File: src/rtl/router_pkg.sv
// -----------------------------------------------------------------------------
// router_pkg
// Shared definitions for the router tile datapath stages.
//   DEF_PKT_W / DEF_DY_LSB / DEF_DY_W : default packet geometry
//   dir_e                             : output port selector for a routing stage
//   dy_decode()                       : Y offset -> output port
//   dy_step()                         : Y offset after one hop toward zero
// The helpers take the offset zero-extended to 32 bits plus its real width, so
// every stage can use them whatever dy width it is built with.
// -----------------------------------------------------------------------------
package router_pkg;

    localparam int DEF_PKT_W  = 16;
    localparam int DEF_DY_LSB = 8;
    localparam int DEF_DY_W   = 4;

    typedef enum logic [1:0] {
        DIR_LOCAL = 2'd0,
        DIR_NORTH = 2'd1,
        DIR_SOUTH = 2'd2
    } dir_e;

    // Zero offset stays local. A set sign bit means "go south" only when the
    // field is two's complement; an unsigned field is never negative.
    function automatic dir_e dy_decode(input logic [31:0] dy,
                                       input int unsigned dy_w,
                                       input logic        signed_mode);
        dir_e dir;
        dir = DIR_LOCAL;
        if (dy != 32'd0) begin
            if (signed_mode && (((dy >> (dy_w - 1)) & 32'd1) != 32'd0))
                dir = DIR_SOUTH;
            else
                dir = DIR_NORTH;
        end
        return dir;
    endfunction

    // One hop toward zero. The caller keeps the low dy_w bits, which gives the
    // dy_w-bit modular result; the direction already tells us no wrap occurs.
    function automatic logic [31:0] dy_step(input logic [31:0] dy,
                                            input dir_e        dir);
        logic [31:0] nxt;
        case (dir)
            DIR_NORTH: nxt = dy - 32'd1;
            DIR_SOUTH: nxt = dy + 32'd1;
            default:   nxt = dy;
        endcase
        return nxt;
    endfunction

endpackage

File: src/rtl/sync_fifo.sv
// -----------------------------------------------------------------------------
// sync_fifo
// Single-clock FIFO with first-word-fall-through read data.
//   clk      in   rising-edge clock
//   rst      in   synchronous reset, active-high (empties the FIFO)
//   i_push   in   write i_data this edge (ignored when full)
//   i_data   in   WIDTH-bit write data
//   i_pop    in   drop the head entry this edge (ignored when empty)
//   o_data   out  head entry, valid whenever !o_empty
//   o_full   out  count == DEPTH
//   o_empty  out  count == 0
//   o_count  out  occupancy, 0..DEPTH
// DEPTH must be a power of two so the pointers wrap by plain overflow.
// -----------------------------------------------------------------------------
module sync_fifo #(
    parameter int WIDTH = 16,
    parameter int DEPTH = 4
) (
    input  logic                     clk,
    input  logic                     rst,
    input  logic                     i_push,
    input  logic [WIDTH-1:0]         i_data,
    input  logic                     i_pop,
    output logic [WIDTH-1:0]         o_data,
    output logic                     o_full,
    output logic                     o_empty,
    output logic [$clog2(DEPTH):0]   o_count
);

    localparam int PTR_W = $clog2(DEPTH);

    logic [WIDTH-1:0] r_mem [DEPTH];
    logic [PTR_W-1:0] r_wr_ptr;
    logic [PTR_W-1:0] r_rd_ptr;
    logic [PTR_W:0]   r_count;

    logic w_push;
    logic w_pop;

    assign o_full  = (r_count == (PTR_W + 1)'(DEPTH));
    assign o_empty = (r_count == '0);
    assign o_count = r_count;
    assign o_data  = r_mem[r_rd_ptr];

    assign w_push = i_push && !o_full;
    assign w_pop  = i_pop  && !o_empty;

    // NOTE: sequential state uses non-blocking assignments so every register
    // samples the pre-edge values, independent of statement order.
    always_ff @(posedge clk) begin
        if (rst) begin
            r_wr_ptr <= '0;
            r_rd_ptr <= '0;
            r_count  <= '0;
        end else begin
            if (w_push) r_wr_ptr <= r_wr_ptr + 1'b1;
            if (w_pop)  r_rd_ptr <= r_rd_ptr + 1'b1;
            case ({w_push, w_pop})
                2'b10:   r_count <= r_count + 1'b1;
                2'b01:   r_count <= r_count - 1'b1;
                default: r_count <= r_count;
            endcase
        end
    end

    // NOTE: storage has no reset; the count alone decides which entries are
    // live, and leaving the array unreset lets it map onto plain RAM.
    always_ff @(posedge clk) begin
        if (w_push) r_mem[r_wr_ptr] <= i_data;
    end

endmodule

File: src/rtl/forward_y_stage.sv
// -----------------------------------------------------------------------------
// forward_y_stage
// Y-dimension forwarding stage of a router tile, placed after X routing.
// Packets are queued in an input FIFO; the head is steered by its dy field to
// NORTH (dy>0), SOUTH (dy<0, signed mode only) or LOCAL (dy==0), with dy moved
// one hop toward zero on NORTH/SOUTH. Each output has one holding register.
//   clk, rst                 rising-edge clock, synchronous active-high reset
//   in_packet/valid/ready    upstream input; in_ready = FIFO not full
//   north_packet/valid/ready north output, dy decremented
//   south_packet/valid/ready south output, dy incremented (tied 0 if unsigned)
//   local_packet/valid/ready local output, packet unmodified
//   fifo_count               input FIFO occupancy
// Ordering is strict FIFO: a head waiting on a busy port blocks everything
// behind it.
// -----------------------------------------------------------------------------
module forward_y_stage
    import router_pkg::*;
#(
    parameter int PKT_W     = DEF_PKT_W,
    parameter int DY_LSB    = DEF_DY_LSB,
    parameter int DY_W      = DEF_DY_W,
    parameter int DEPTH     = 4,
    parameter bit SIGNED_DY = 1'b1
) (
    input  logic                   clk,
    input  logic                   rst,
    input  logic [PKT_W-1:0]       in_packet,
    input  logic                   in_valid,
    output logic                   in_ready,
    output logic [PKT_W-1:0]       north_packet,
    output logic                   north_valid,
    input  logic                   north_ready,
    output logic [PKT_W-1:0]       south_packet,
    output logic                   south_valid,
    input  logic                   south_ready,
    output logic [PKT_W-1:0]       local_packet,
    output logic                   local_valid,
    input  logic                   local_ready,
    output logic [$clog2(DEPTH):0] fifo_count
);

    logic [PKT_W-1:0] w_head;
    logic             w_full;
    logic             w_empty;
    logic             w_push;
    logic             w_pop;
    logic [DY_W-1:0]  w_head_dy;
    dir_e             w_dir;
    logic [PKT_W-1:0] w_out_pkt;
    logic             w_target_free;

    logic [PKT_W-1:0] r_north_pkt;
    logic [PKT_W-1:0] r_south_pkt;
    logic [PKT_W-1:0] r_local_pkt;
    logic             r_north_valid;
    logic             r_south_valid;
    logic             r_local_valid;

    // A pop in the same cycle does not open in_ready: no write-through-full.
    assign in_ready = !w_full;
    assign w_push   = in_valid && !w_full;

    sync_fifo #(
        .WIDTH (PKT_W),
        .DEPTH (DEPTH)
    ) u_fifo (
        .clk     (clk),
        .rst     (rst),
        .i_push  (w_push),
        .i_data  (in_packet),
        .i_pop   (w_pop),
        .o_data  (w_head),
        .o_full  (w_full),
        .o_empty (w_empty),
        .o_count (fifo_count)
    );

    assign w_head_dy = w_head[DY_LSB +: DY_W];
    assign w_dir     = dy_decode(32'(w_head_dy), DY_W, SIGNED_DY);

    // NOTE: every signal driven in always_comb gets a default first, so no
    // path leaves it unassigned and no latch is inferred.
    always_comb begin
        w_out_pkt                 = w_head;
        w_out_pkt[DY_LSB +: DY_W] = DY_W'(dy_step(32'(w_head_dy), w_dir));
    end

    // The head may move when its target register is empty or is handing its
    // packet over at this same edge.
    always_comb begin
        w_target_free = 1'b0;
        case (w_dir)
            DIR_NORTH: w_target_free = !r_north_valid || north_ready;
            DIR_SOUTH: w_target_free = !r_south_valid || south_ready;
            default:   w_target_free = !r_local_valid || local_ready;
        endcase
    end

    assign w_pop = !w_empty && w_target_free;

    // Output holding registers: a load wins over an accept, so a register can
    // hand one packet off and take the next at the same edge.
    always_ff @(posedge clk) begin
        if (rst) begin
            r_north_valid <= 1'b0;
            r_north_pkt   <= '0;
        end else if (w_pop && (w_dir == DIR_NORTH)) begin
            r_north_valid <= 1'b1;
            r_north_pkt   <= w_out_pkt;
        end else if (north_ready) begin
            r_north_valid <= 1'b0;
        end
    end

    always_ff @(posedge clk) begin
        if (rst) begin
            r_south_valid <= 1'b0;
            r_south_pkt   <= '0;
        end else if (w_pop && (w_dir == DIR_SOUTH)) begin
            r_south_valid <= 1'b1;
            r_south_pkt   <= w_out_pkt;
        end else if (south_ready) begin
            r_south_valid <= 1'b0;
        end
    end

    always_ff @(posedge clk) begin
        if (rst) begin
            r_local_valid <= 1'b0;
            r_local_pkt   <= '0;
        end else if (w_pop && (w_dir == DIR_LOCAL)) begin
            r_local_valid <= 1'b1;
            r_local_pkt   <= w_out_pkt;
        end else if (local_ready) begin
            r_local_valid <= 1'b0;
        end
    end

    assign north_packet = r_north_pkt;
    assign north_valid  = r_north_valid;
    assign local_packet = r_local_pkt;
    assign local_valid  = r_local_valid;

    // With an unsigned dy the decoder never selects SOUTH; the port is tied off.
    assign south_packet = SIGNED_DY ? r_south_pkt : '0;
    assign south_valid  = SIGNED_DY ? r_south_valid : 1'b0;

endmodule

File: config.mk
export PLATFORM = sky130hd
export DESIGN_NAME = forward_y_stage
export DESIGN_NICKNAME = d
export VERILOG_FILES = /design/src/rtl/router_pkg.sv /design/src/rtl/sync_fifo.sv /design/src/rtl/forward_y_stage.sv
export SDC_FILE = /design/constraint.sdc
export NUM_CORES = 1
export LEC_CHECK = 0
export ABC_CLOCK_PERIOD_IN_PS = 4500
export CORE_MARGIN = 2
export CORE_UTILIZATION = 53
export CTS_CLUSTER_DIAMETER = 150
export DETAILED_ROUTE_END_ITERATION = 10
export PLACE_DENSITY = 0.79
export SYNTH_ARGS = -nofsm -noshare
export SYNTH_HDL_FRONTEND = slang
export SYNTH_HIERARCHICAL = 1
export SYNTH_SLANG_ARGS = --single-unit
File: constraint.sdc
create_clock -name clk -period 4.5 [get_ports clk]
set_input_delay 0.675 -clock clk [delete_from_list [all_inputs] [get_ports clk]]
set_output_delay 0.675 -clock clk [all_outputs]
set_load 0.01 [all_outputs]
== After elaboration in Yosys (flattened, before gate mapping) ==
Memories as Yosys holds them, arrays and structs flattened. A register that Yosys moved wholly into a read port is not among the register bits.
Cells that the tools add are included.
Operators by class
  reductions and logical operators: 22
  $add $sub $neg: 6
  equality and inequality tests: 5
  multiplexer cells: 15
Operators with widths (number)
  2-to-1 mux 1 bit: 8
  2-to-1 mux 2 bit: 4
  case mux 4 bit (2 select lines): 1
  nonzero test 2 bit: 4
  logical AND 1 bit: 7
  case mux 3 bit (2 select lines): 1
  zero test 1 bit: 5
  adder 2 x 1 -> 2 bit, second input constant: 2
  adder 4 x 1 -> 4 bit, second input constant: 1
  == test 2 x 1 -> 1 bit, second input constant: 2
  == test 2 bit, second input constant: 2
  nonzero test 4 bit: 1
  subtractor 4 x 1 -> 4 bit, second input constant: 1
  adder 3 x 1 -> 3 bit, second input constant: 1
  == test 3 bit, second input constant: 1
  zero test 3 bit: 1
  logical OR 1 bit: 3
  subtractor 3 x 1 -> 3 bit, second input constant: 1
  zero test 2 bit: 1
  case mux 1 bit (2 select lines): 1
Storage, ports and cells
  RAM bits: 64
  logic and storage cells: 58
  output and inout port bits: 55
  bits of input ports: 22
  memories: 1
  register bits: 58
Memory list
  u_fifo.r_mem: depth 4, bits a word 16, rd ports 1, clocked after Yosys merged registers in 1, write ports 1, line sync_fifo.sv:32  | logic [WIDTH-1:0] r_mem [DEPTH];

== Longest topological paths before layout ==
  word-level depth: 8
  depth in mapped cells: 17
  depth with buffers taken out: 14

== By module ==
The synthesis kept the hierarchy.
Modules (own cells, without submodules)
  sync_fifo: cells each 138, area an instance 2821.5 µm², instances 1, sequential area each 2102.0 µm²
  forward_y_stage: cells each 221, area an instance 1966.9 µm², instances 1, sequential area each 1021.0 µm²

== Worst setup path before layout ==
No wires, ideal clock.
  kind: register to register
  from: register with a tool-made name
  to: register u_fifo.r_count[2] (netlist: u_fifo/o_count[2])
  arrival time: 3.491 ns
  path buffers: 3
  path slack: 0.939 ns
  data required time: 4.430 ns
  library setup time: 0.070 ns
  clock period less this slack: 3.561 ns
  cell stages (with the launch flop): 18
  path through: dfxtp_1 -> buf_6 -> buf_12 -> mux4_2 -> clkbuf_1 -> inv_1 -> ha_1 -> nor3b_2 -> a211oi_1 -> a211oi_1 -> o31ai_1 -> inv_1 -> ha_1 -> inv_1 -> fa_1 -> xor2_1 -> or3_1 -> a21oi_1
RTL lines
  end signal: assignment: line sync_fifo.sv:59  | 2'b10: r_count <= r_count + 1'b1;
  end signal: assignment: line sync_fifo.sv:60  | 2'b01: r_count <= r_count - 1'b1;
  end signal: assignment: line sync_fifo.sv:61  | default: r_count <= r_count;
  end: declaration: line sync_fifo.sv:35  | logic [PTR_W:0] r_count;

==> flow_summary.ini <==
[run_status]
outcome = finished, final reports clean

[cells_and_area]
design_area_um2 = 6138
area_delta_synth_final_pct = 28.19
nFillCells = 604
drive_gt1_frac = 0.1111
stdcell_count = 558
nNetsFinal = 469
antennaDiodeCount = 0
final_common_cell = clkdlybuf4s50_1
layout_common_cells = clkdlybuf4s50_1, edfxtp_1, dfxtp_1

[floorplan]
dieArea_um2 = 9811
core_um2 = 8721
io_pins = 77
die_w_um = 99.05
rows = 34
fp.dieH_um = 99.05
initial_core_util = 0.5491

[timing]
setup_ws_ps = 592.7
hold_viol = 0
worst_slew_pin_slew_ps = 1019
fmax_ghz = 0.2559
hold_ws_ps = 455.6
fin_crit_sh = 0.8683
rsz0062_at_grt = no
slew_headroom = 0.3151
clock_skew_ps = 18.46
min_period_ps = 3907
drv_slew = 0
setup_violations = 0
fin_tns_setup_ps = 0

[cts]
cts_buffers = 17
clk_latency_ps = 510
cts_root_buffer = clkbuf_8
htree_levels = 4
clk_pin_slew_ps = 60
hold_buffers = 0
clkSinkCount = 124
cts_resized = 0
cts_setup_buffers = 0
cts_tree = done
max-clock-path-buffers = 2

[global_routing]
grtUsageTotal = 0.2074
overflow = 0
antenna_found_initial = 0
grt_pass1_wl_um = 15270
grt_start_max_net_pins = 61
grt_pass1_vias = 2983

[setup_path]
critPathArrivalTime_ps = 4320
start_kind = flop
path_max_fanout = 12
end_kind = flop
crit_required_ps = 4920
crit_type = reg -> reg

[synthesis]
yosys_warnings = 6
synth_nets = 391
synthArstFlopShare = 0
ys_seq_elements = 124
yosysSeqAreaShare = 0.6522
synthFlopType = edfxtp_1
syn_inst = 359
syn_avg_cell_area_um2 = 13.34
synth_top_cell_by_area = edfxtp_1
yosysUniqueCellTypes = 37
synth_top_area_frac = 0.4014
netlist_area_um2 = 4788
synth-edff-count = 64
synth_area_leaders = edfxtp_1, dfxtp_1, mux4_2

[power_and_ir_drop]
powerDensity_nw_per_um2 = 649.2
leakage_nw = 2.123
ir_drop_uv = 452.3

[route]
vias_per_cell = 5.375
drt_wl_total_um = 9513
wire_per_inst_um = 17.05
drc = 0
vias = 2999
dr.pass1.iters = 5
drt-initial-drc-count = 169
antenna_left = 0

[placed_design]
port_buffers = 76
dpl.hpwl_um = 6275
place_area_um2 = 5572
gp_congestion = 0.7746
pre_cts_ws_ps = 633.5
dpl.cell_count = 526

[job]
cap_violations = 0

[min_path]
holdCritPathClass = reg -> reg
[state kept, by name, summed over array words and instances, names as in the netlist, named ones only]
name	count
local_valid	1
u_fifo/r_wr_ptr	2
north_packet	16
u_fifo/r_rd_ptr	2
u_fifo/o_count	3
local_packet	16
north_valid	1
south_valid	1
u_fifo/r_mem	64
south_packet	16
[layer usage]
metal	share of wire	up-vias	track usage
met5	0	-	0
met4	0.0094	0	0.06744
met3	0.045	6	0.06596
met2	0.50	86	0.3425
met1	0.44	1471	0.2611
li1	-	1436	-
[cell type report]
cell class              instances  area [um2]  area share
inverters                      13       48.80    0.007949
well taps                     108       135.1     0.02201
multi-input cells             203        1494      0.2434
clock buffers                  26       509.2     0.08296
flip-flops and latches        124        3123      0.5088
repair buffers                 78       770.7      0.1256
clock inverters                 6       57.56    0.009376
[stage by stage]
stage | utilization | power [mW]
after floorplan | - | 2.306
after global routing | 0.7039 | 4.195
after global placement | 0.6389 | 2.690
final | 0.7039 | 3.985
after CTS | 0.7039 | 4.007
after detailed placement | 0.6389 | 2.728
[logic make-up (layout without fill, tap and decap cells)]
group | after synthesis | count (layout) | share of synthesized area
compound gates | 47 | 47 | 0.05383
xor+xnor | 4 | 4 | 0.007316
buf+inv | 32 | 123 | 0.03580
simple gates | 111 | 111 | 0.1103
mux | 31 | 31 | 0.1113
flops | 124 | 124 | 0.6522
fa+ha+maj | 10 | 10 | 0.02927
[power breakdown]
part / leakage [nW] / switching, mW / total [mW] / internal, mW
sequential: 1.07 / 0.113 / 1.52 / 1.41
clock: 0.280 / 0.445 / 1.27 / 0.820
combinational: 0.768 / 0.631 / 1.20 / 0.567
total: 2.12 / 1.19 / 3.99 / 2.80
[worst max-delay path, cell delays in order (launching register included)]
cell and delay (ps):
dfxtp_1 460, buf_4 310, mux4_2 580, inv_1 80, ha_1 150, nor3b_2 370, a211oi_1 90, a211oi_1 300
o31ai_1 170, inv_1 80, ha_1 180, inv_1 70, fa_1 370, xor2_1 160, or3_1 310, a21oi_1 140
[synthesized netlist by cell type, types with 6 or more instances]
| library cell | number |
|---|---|
| mux2i_1 | 15 |
| a21oi_1 | 35 |
| clkbuf_1 | 8 |
| nor2_1 | 27 |
| ha_1 | 8 |
| a211oi_1 | 6 |
| mux4_1 | 6 |
| mux4_2 | 10 |
| inv_1 | 11 |
| dfxtp_1 | 60 |
| nand2_1 | 59 |
| edfxtp_1 | 64 |
[worst paths after layout]
| kind | cells past startpoint | slack, ps | endpoint | startpoint |
|---|---|---|---|---|
| hold reg to reg | 2 | 460 | north_packet[7] | north_packet[7] |
| setup reg to reg | 15 | 590 | u_fifo/o_count[2] | flop |
| hold / removal | 2 | 460 | north_packet[7] | north_packet[7] |
| setup / recovery | 15 | 590 | u_fifo/o_count[2] | flop |
Note: power is estimated with default switching activity, not from simulation.
